<file path="config.mk">
export PLATFORM = sky130hd
export DESIGN_NAME = riscv_fetch_stage
export DESIGN_NICKNAME = d
export VERILOG_FILES = /design/src/rtl/riscv_fetch_stage.sv
export SDC_FILE = /design/constraint.sdc
export NUM_CORES = 1
export LEC_CHECK = 0
export ABC_AREA = 1
export CORE_UTILIZATION = 45
export CTS_CLUSTER_SIZE = 16
export DETAILED_ROUTE_END_ITERATION = 12
export PLACE_DENSITY = 0.76
export SETUP_SLACK_MARGIN = 0.2
export SLEW_MARGIN = 20
export SYNTH_ARGS = -nofsm -noshare
export SYNTH_HDL_FRONTEND = slang
export SYNTH_SLANG_ARGS = --single-unit
export TNS_END_PERCENT = 20
</file>
<file path="constraint.sdc">
create_clock -name clk -period 2.9 [get_ports clk]
set_input_delay 0.58 -clock clk [delete_from_list [all_inputs] [get_ports clk]]
set_output_delay 0.58 -clock clk [all_outputs]
set_load 0.02 [all_outputs]
</file>
<file path="src/rtl/riscv_fetch_stage.sv">
// riscv_fetch_stage: owns the PC, fetches from instruction memory and fills the IF/ID register.
// Handles stalls, redirect/flush, and halts on a misaligned fetch address until an aligned redirect.
module riscv_fetch_stage #(
    parameter int                         PC_WIDTH_LENGTH   = 32,
    parameter int                         INST_WIDTH_LENGTH = 32,
    parameter logic [PC_WIDTH_LENGTH-1:0] RESET_PC          = '0,
    parameter logic [INST_WIDTH_LENGTH-1:0] NOP_INST        = 32'h0000_0013
) (
    input  logic                         clk,
    input  logic                         rst_n,
    input  logic                         stall,
    input  logic                         redirect,
    input  logic [PC_WIDTH_LENGTH-1:0]   redirect_pc,
    output logic [PC_WIDTH_LENGTH-1:0]   imem_pc,
    input  logic [INST_WIDTH_LENGTH-1:0] imem_inst,
    output logic [PC_WIDTH_LENGTH-1:0]   if_id_pc,
    output logic [INST_WIDTH_LENGTH-1:0] if_id_inst,
    output logic                         if_id_valid,
    output logic                         misalign_err,
    output logic [PC_WIDTH_LENGTH-1:0]   misalign_addr,
    output logic [31:0]                  fetch_count
);
    typedef enum logic [1:0] {BOOT, RUN, HALT} state_t;

    state_t                         r_state, w_state_nx;
    logic [PC_WIDTH_LENGTH-1:0]     r_pc, w_pc_nx;
    logic [PC_WIDTH_LENGTH-1:0]     r_if_pc, w_if_pc_nx;
    logic [INST_WIDTH_LENGTH-1:0]   r_if_inst, w_if_inst_nx;
    logic                           r_if_valid, w_if_valid_nx;
    logic                           r_err, w_err_nx;
    logic [PC_WIDTH_LENGTH-1:0]     r_err_addr, w_err_addr_nx;
    logic [31:0]                    r_count, w_count_nx;

    always_comb begin
        w_state_nx    = r_state;
        w_pc_nx       = r_pc;
        w_if_pc_nx    = r_if_pc;
        w_if_inst_nx  = r_if_inst;
        w_if_valid_nx = r_if_valid;
        w_err_nx      = r_err;
        w_err_addr_nx = r_err_addr;
        w_count_nx    = r_count;
        case (r_state)
            BOOT: begin
                w_state_nx    = RUN;
                w_if_valid_nx = 1'b0;
            end
            RUN: begin
                if (redirect) begin
                    w_pc_nx       = redirect_pc;
                    w_if_inst_nx  = NOP_INST;
                    w_if_valid_nx = 1'b0;
                end else if (!stall) begin
                    if (r_pc[1:0] != 2'b00) begin
                        w_if_inst_nx  = NOP_INST;
                        w_if_valid_nx = 1'b0;
                        w_err_nx      = 1'b1;
                        w_err_addr_nx = r_pc;
                        w_state_nx    = HALT;
                    end else begin
                        w_if_inst_nx  = imem_inst;
                        w_if_pc_nx    = r_pc;
                        w_if_valid_nx = 1'b1;
                        w_pc_nx       = r_pc + PC_WIDTH_LENGTH'(4);
                        w_count_nx    = r_count + 32'd1;
                    end
                end
            end
            HALT: begin
                w_if_inst_nx  = NOP_INST;
                w_if_valid_nx = 1'b0;
                if (redirect) begin
                    w_pc_nx = redirect_pc;
                    if (redirect_pc[1:0] == 2'b00) w_state_nx = RUN;
                    else w_err_addr_nx = redirect_pc;
                end
            end
            default: w_state_nx = BOOT;
        endcase
    end

    always_ff @(posedge clk) begin
        if (!rst_n) begin
            r_state    <= BOOT;
            r_pc       <= RESET_PC;
            r_if_pc    <= '0;
            r_if_inst  <= NOP_INST;
            r_if_valid <= 1'b0;
            r_err      <= 1'b0;
            r_err_addr <= '0;
            r_count    <= '0;
        end else begin
            r_state    <= w_state_nx;
            r_pc       <= w_pc_nx;
            r_if_pc    <= w_if_pc_nx;
            r_if_inst  <= w_if_inst_nx;
            r_if_valid <= w_if_valid_nx;
            r_err      <= w_err_nx;
            r_err_addr <= w_err_addr_nx;
            r_count    <= w_count_nx;
        end
    end

    assign imem_pc       = r_pc;
    assign if_id_pc      = r_if_pc;
    assign if_id_inst    = r_if_inst;
    assign if_id_valid   = r_if_valid;
    assign misalign_err  = r_err;
    assign misalign_addr = r_err_addr;
    assign fetch_count   = r_count;
endmodule

</file>
; ---- Word level (Yosys, flattened, before mapping)
; Index checks and enable logic that the tools add are counted.
; Widths: inputs -> output; s select.
[classes]
bitwise_logic = 3
n_shift = 0
n_mux = 25
div_mod_pow = 0
n_addsub = 2
eq_ne = 10
n_mul = 0
n_lt_le_gt_ge = 0
n_reduce_logical = 13
[ops]
columns = operator, count
row1 = $mux 32, 12
row2 = $pmux 32 s2, 3
row3 = $add 32x1->32 const B, 1
row4 = $add 32x3->32 const B, 1
row5 = $ne 2x2->1 const B, 6
row6 = $reduce_and 4->1, 3
row7 = $mux 2, 5
row8 = $ne 3x3->1 const B, 2
row9 = $pmux 2 s3, 1
row10 = $reduce_and 6->1, 1
row11 = $reduce_bool 2->1, 3
row12 = $reduce_and 5->1, 1
row13 = $logic_not 2->1, 2
row14 = $reduce_and 2->1, 2
row15 = $mux 1, 3
row16 = $not 1->1, 3
row17 = $eq 2x1->1 const B, 1
row18 = $eq 2x2->1 const B, 1
row19 = $pmux 1 s2, 1
row20 = $reduce_or 2->1, 1
[totals]
memories = 0
elab_cells = 61
reg_bits = 164
ramBits = 0
latchBits = 0
rom_bits = 0
input_bits = 68

; ---- Longest topological paths before layout
[logic_depth]
ltp_word = 5
mapped_depth = 12

; ---- Worst setup path before layout
; Ideal clock, no wire load.
[synth_path]
kind = reg2reg
from = register r_pc[2] (netlist: imem_pc[2])
to = register r_pc[16] (netlist: imem_pc[16])
required_time_ns = 2.830
n_path_buf = 0
slack_ns = 1.239
stages_incl_launch_ff = 10
setup_time_ns = 0.070
t_arrival_ns = 1.591
path_cell_list = dfxtp_1 ha_1 nand2_1 nor2_1 nand2_1 nor2_4 nand2_1 o21ai_0 nand2_1 a21oi_1
[synth_via]
elab_chain_len = 5
[synth_lines]
columns = element, line
row1 = start: declaration, 26  ; logic [PC_WIDTH_LENGTH-1:0] r_pc, w_pc_nx;
row2 = start signal: assignment, 94  ; r_pc <= w_pc_nx;
row3 = $add 32x3->32, 64  ; w_pc_nx = r_pc + PC_WIDTH_LENGTH'(4);
row4 = $mux 32, 54  ; if (r_pc[1:0] != 2'b00) begin
row5 = $mux 32, 53  ; end else if (!stall) begin
row6 = $mux 32, 49  ; if (redirect) begin
row7 = $pmux 32 s2, 43  ; case (r_state)
; No other way between the ends. The select of a mux whose other input is x is not followed.
; A chain may end at the register's enable or synchronous reset.

; ---- Final worst setup path
[layout_path]
from = register r_state[0]
to = register r_err_addr[25] (netlist: misalign_addr[25])
[layout_via]
elab_chain_len = 3
word_cells_on_any_way = 10
cone_classes = eq/ne (7) / mux (1) / reduce/logical (2)
[layout_lines]
columns = element, line
row1 = start: declaration, 25  ; state_t r_state, w_state_nx;
row2 = start signal: assignment, 93  ; r_state <= w_state_nx;
row3 = $eq 2x2->1 / $eq 2x1->1 (equally long branches), 43
row4 = $ne 2x2->1 (no line) / $reduce_bool 2->1 (equally long branches), --
row5 = $reduce_and 6->1 (no line), --
row6 = end signal: assignment, 99  ; r_err_addr <= w_err_addr_nx;
row7 = end: declaration, 31  ; logic [PC_WIDTH_LENGTH-1:0] r_err_addr, w_err_addr_nx;
; Several ways; a longest one is shown, not always the timed one.

==> impl_results.rst <==
.. list-table::
   :header-rows: 1

   * - Metric
     - Value
   * - Maximum clock rate
     - 418 MHz
   * - Hold Crit Start
     - misalign_addr[25]$_SDFFE_PN0P_
   * - Violation count after the first detailed-route iteration
     - ~600
   * - Total standard cell area after synthesis
     - between 8000 and 9000 um2
   * - Floorplan Core Area
     - 17400 um2
   * - Sw power
     - about 0.004 W
   * - Buffers inserted during post-CTS setup optimization
     - 0
   * - Die outline height
     - ~140 um
   * - Post-detailed-route count of antenna-violating nets
     - 0
   * - Number of iterations in the first detailed-routing pass
     - 5
   * - Proportion of power drawn by flip-flops and latches
     - 0.334
   * - Setup Total Neg Slack
     - 0 ns
   * - Clock latency on the worst-skew pair
     - between 0.4 and 0.5 ns
   * - Maxcap violations
     - 0
   * - Final Wtd Congestion
     - 0.946
   * - Max-slew headroom at the worst pin
     - 0.438
   * - PwrDens
     - roughly 850 nW/um2
   * - Maximum number of pins on one net before global-route repair
     - 92
   * - Number of nets in the synthesized netlist
     - 1322
   * - Required time at the worst-slack endpoint
     - around 3.3 ns
   * - Sw frac
     - 0.414
   * - Sequential-to-total area share from yosys stat
     - 0.406
   * - Count of input and output buffers
     - approximately 230
   * - Clock root buffer
     - sky130_fd_sc_hd__clkbuf_16
   * - Actual slew at the worst max-slew pin
     - between 0.8 and 0.9 ns
   * - Initial antenna violation count
     - 0
   * - Via count of the first global-routing pass
     - approximately 7800
   * - Number of levels in the clock H-tree
     - 4
   * - Part of the cycle the worst path needs
     - 0.825
   * - Hold/Removal Path Class
     - reg -> reg
   * - Number of rows created at floorplan
     - 48
   * - Depth of the worst hold-timing path
     - 2
   * - CP Capture Type
     - flip-flop
   * - Via total after detailed routing
     - approximately 8800
   * - Setup violators final
     - 0
   * - Worst setup path start
     - r_state[0]$_SDFFE_PN0P_
   * - Hold violation count in the final report
     - 0
   * - Global-route congestion overflow total
     - 0
   * - Worst vdd rail ir drop
     - 0.619 mV
   * - Setup repair after global routing missed its margin
     - no
   * - Reported leakage power
     - just under 4 nW
   * - Depth of the worst register-to-register path
     - 9
   * - Inserted Clock Buffers
     - 17
   * - Cell-internal power
     - ~0.0056 W
   * - I/O pin count
     - 230
   * - Final count of pins violating max slew
     - 0
   * - Tot GR Track Use
     - 0.275
   * - Number of distinct library cells after synthesis
     - 34
   * - Remaining DRCs
     - 0
   * - Nets
     - 1528
   * - Clock tree buffer depth
     - 2
   * - Gates resized, CTS repair
     - 0
   * - Die width
     - around 140 um
   * - Starting density of the core
     - 0.464
   * - Shortest clock period the worst path allows after layout
     - 2.39 ns
   * - Clock-pin slew reported for the worst setup and hold paths after clock tree synthesis
     - 0.07 ns
   * - Clock tree from TritonCTS
     - done
   * - Die Area
     - approximately 18000 um2
   * - Area grow syn2layout
     - 37.5%
   * - Biggest fanout along the worst timing path
     - 64
   * - Terminus of the critical flop-to-flop path
     - misalign_addr[25]$_SDFFE_PN0P_
   * - Combinational share of power
     - 0.433
   * - HPWL after DPL
     - roughly 18000 um
   * - Post-CTS Hold Buffers
     - 0
   * - Outcome
     - completed
   * - Number of instances in the synthesized netlist
     - between 1000 and 1500
   * - Vias per std cell
     - 5.22
   * - Largest clock skew in the final design
     - 0.0156 ns
   * - CP Class
     - reg -> reg
   * - First-pass GRT wire length
     - between 40000 and 50000 um
   * - Number of warning messages in the yosys log
     - 0
   * - Setup slack of the worst register-to-register path
     - 0.51 ns
   * - Final instance area
     - around 11000 um2
   * - Sink Count
     - roughly 160
   * - Total Routed Length
     - ~25000 um
   * - Synth Area per Inst
     - about 6.5 um2
   * - Routed wire per std cell
     - ~15 um
   * - Startpoint types
     - flip-flop
   * - Number of synthesized register bits
     - 164
   * - Hold worst-path end
     - misalign_addr[25]$_SDFFE_PN0P_
   * - R2R Path Start
     - r_state[0]$_SDFFE_PN0P_
   * - N_diodes
     - 0
   * - Instance area after placement
     - 10500 um2
   * - Share of layout cells above drive strength 1
     - 0.0511
   * - Portion of total power attributed to the clock network
     - 0.233
   * - Data arrival at the endpoint of the critical path
     - roughly 2.8 ns
==> logic make-up (layout without fill, tap and decap cells) <==
kind of cell             Yosys count  count (layout)  share of synthesized area
AND/OR/NAND/NOR                  619             619                      0.316
AO/OA/AOI/OAI                    291             291                      0.183
buffers and inverters            165             384                     0.0811
flip-flops                       164             164                      0.406
adder cells (fa/ha/maj)            5               5                    0.00774
XOR/XNOR                           4               4                    0.00434
multiplexers                       1               1                    0.00124
==> how the worst max path moves through the flow <==
stage | to | depth (start not counted) | slack [ns]
after global routing | misalign_addr[22]$_SDFFE_PN0P_ | 9 | 0.25
after global placement | fetch_count[5]$_SDFFE_PN0P_ | 8 | 0.34
final | misalign_addr[25]$_SDFFE_PN0P_ | 9 | 0.51
after floorplan | imem_pc[16]$_SDFFE_PN0P_ | 9 | 1.24
after detailed placement | fetch_count[5]$_SDFFE_PN0P_ | 8 | 0.28
after CTS | misalign_addr[2]$_SDFFE_PN0P_ | 9 | 0.50
==> per-stage QoR <==
stage                     power [W]  instances  setup WS, ns  hold slack [ns]  utilization
final                       0.00947       1693         0.508            0.445        0.638
after global routing         0.0101       1693         0.254            0.463        0.638
after CTS                   0.00951       1693         0.499            0.448        0.638
after detailed placement    0.00729       1661         0.279            0.438        0.606
after global placement      0.00723       1661         0.340            0.421        0.606
after floorplan             0.00564       1249          1.24            0.474            -
==> cells in the final DEF, fill, tap and decap left out, types with 2 or more instances in the layout <==
cell                              synthesis  final
sky130_fd_sc_hd__xor2_1                   3      3
sky130_fd_sc_hd__ha_1                     5      4
sky130_fd_sc_hd__nand4_1                  7      7
sky130_fd_sc_hd__dfxtp_1                164    164
sky130_fd_sc_hd__clkinv_4                 0      3
sky130_fd_sc_hd__clkinvlp_4               0      2
sky130_fd_sc_hd__nor3_1                   3      3
sky130_fd_sc_hd__clkdlybuf4s50_1          0    228
sky130_fd_sc_hd__a211oi_1                 2      2
sky130_fd_sc_hd__nor2_1                 174    172
sky130_fd_sc_hd__inv_6                    0      4
sky130_fd_sc_hd__clkbuf_16                0     17
sky130_fd_sc_hd__a21oi_1                147    147
sky130_fd_sc_hd__inv_2                    5      6
sky130_fd_sc_hd__nor2_2                   6      7
sky130_fd_sc_hd__nor2_4                   2      3
sky130_fd_sc_hd__inv_1                  100     99
sky130_fd_sc_hd__buf_4                    0     17
sky130_fd_sc_hd__nand3_2                  2      2
sky130_fd_sc_hd__clkinv_2                 0      4
sky130_fd_sc_hd__o21ai_1                 11     11
sky130_fd_sc_hd__nand2_1                338    338
sky130_fd_sc_hd__nand3b_1                12     12
sky130_fd_sc_hd__o21ai_0                125    125
sky130_fd_sc_hd__nand3_1                 70     70
==> power groups by stage <==
stage | sequential (W) | combinational (W) | clock (W)
2_1_floorplan | 0.00368 | 0.00195 | 0
3_3_place_gp | 0.00320 | 0.00403 | 0
3_5_place_dp | 0.00320 | 0.00410 | 0
4_1_cts | 0.00316 | 0.00411 | 0.00223
5_1_grt | 0.00323 | 0.00449 | 0.00234
6_report | 0.00317 | 0.00410 | 0.00220
==> metal layers <==
layer  wire [um]  global-route usage  vias up  share of wire
met5           0                   0        -              0
met4         313              0.0747        0          0.012
met3        1660              0.0492       25          0.066
met2       11600               0.447      313           0.46
met1       11600               0.373     4057           0.46
li1            -                   -     4444              -
==> registers in the layout, indices dropped and copies added, names as in the netlist <==
register,flops
fetch_count,32
if_id_inst,32
if_id_pc,32
imem_pc,32
misalign_addr,32
r_state,2
if_id_valid,1
misalign_err,1
==> worst max-delay path, cell delays in order (launching register included) <==
cell and delay [ns]:
sky130_fd_sc_hd__dfxtp_1 0.32, sky130_fd_sc_hd__inv_1 0.10, sky130_fd_sc_hd__ha_2 0.42, sky130_fd_sc_hd__inv_2 0.21, sky130_fd_sc_hd__nor2_2 0.23, sky130_fd_sc_hd__nor2_1 0.10, sky130_fd_sc_hd__nand3_2 0.07, sky130_fd_sc_hd__buf_4 0.48
sky130_fd_sc_hd__o21ai_0 0.17, sky130_fd_sc_hd__a21oi_1 0.15
==> Yosys cell counts (all sizes together) <==
master	number	area [um2]
nand3	73	388
o22ai	1	6.26
ha	5	62.6
nand3b	12	90.1
nand4	7	43.8
o211a	1	10.0
mux2i	1	10.0
nor2	182	713
buf	30	149
nor3	5	41.3
xor2	3	26.3
o21a	1	7.51
xnor2	1	8.76
dfxtp	164	3280
a21oi	147	736
inv	105	394
clkbuf	30	113
a211oi	2	15.0
a31oi	1	6.26
o21ai	137	689
and2	1	6.26
o31ai	1	7.51
nand2	339	1270
==> area by class of cell <==
class                           instances  area [um2]
Fill cell                            1678        6300
Clock inverter                         14         126
Multi-Input combinational cell        920        4160
Inverter                              105         394
Sequential cell                       164        3280
Timing Repair Buffer                  247        2430
Tap cell                              225         282
Clock buffer                           18         439
No activity file was read; power rests on OpenSTA's default activity.
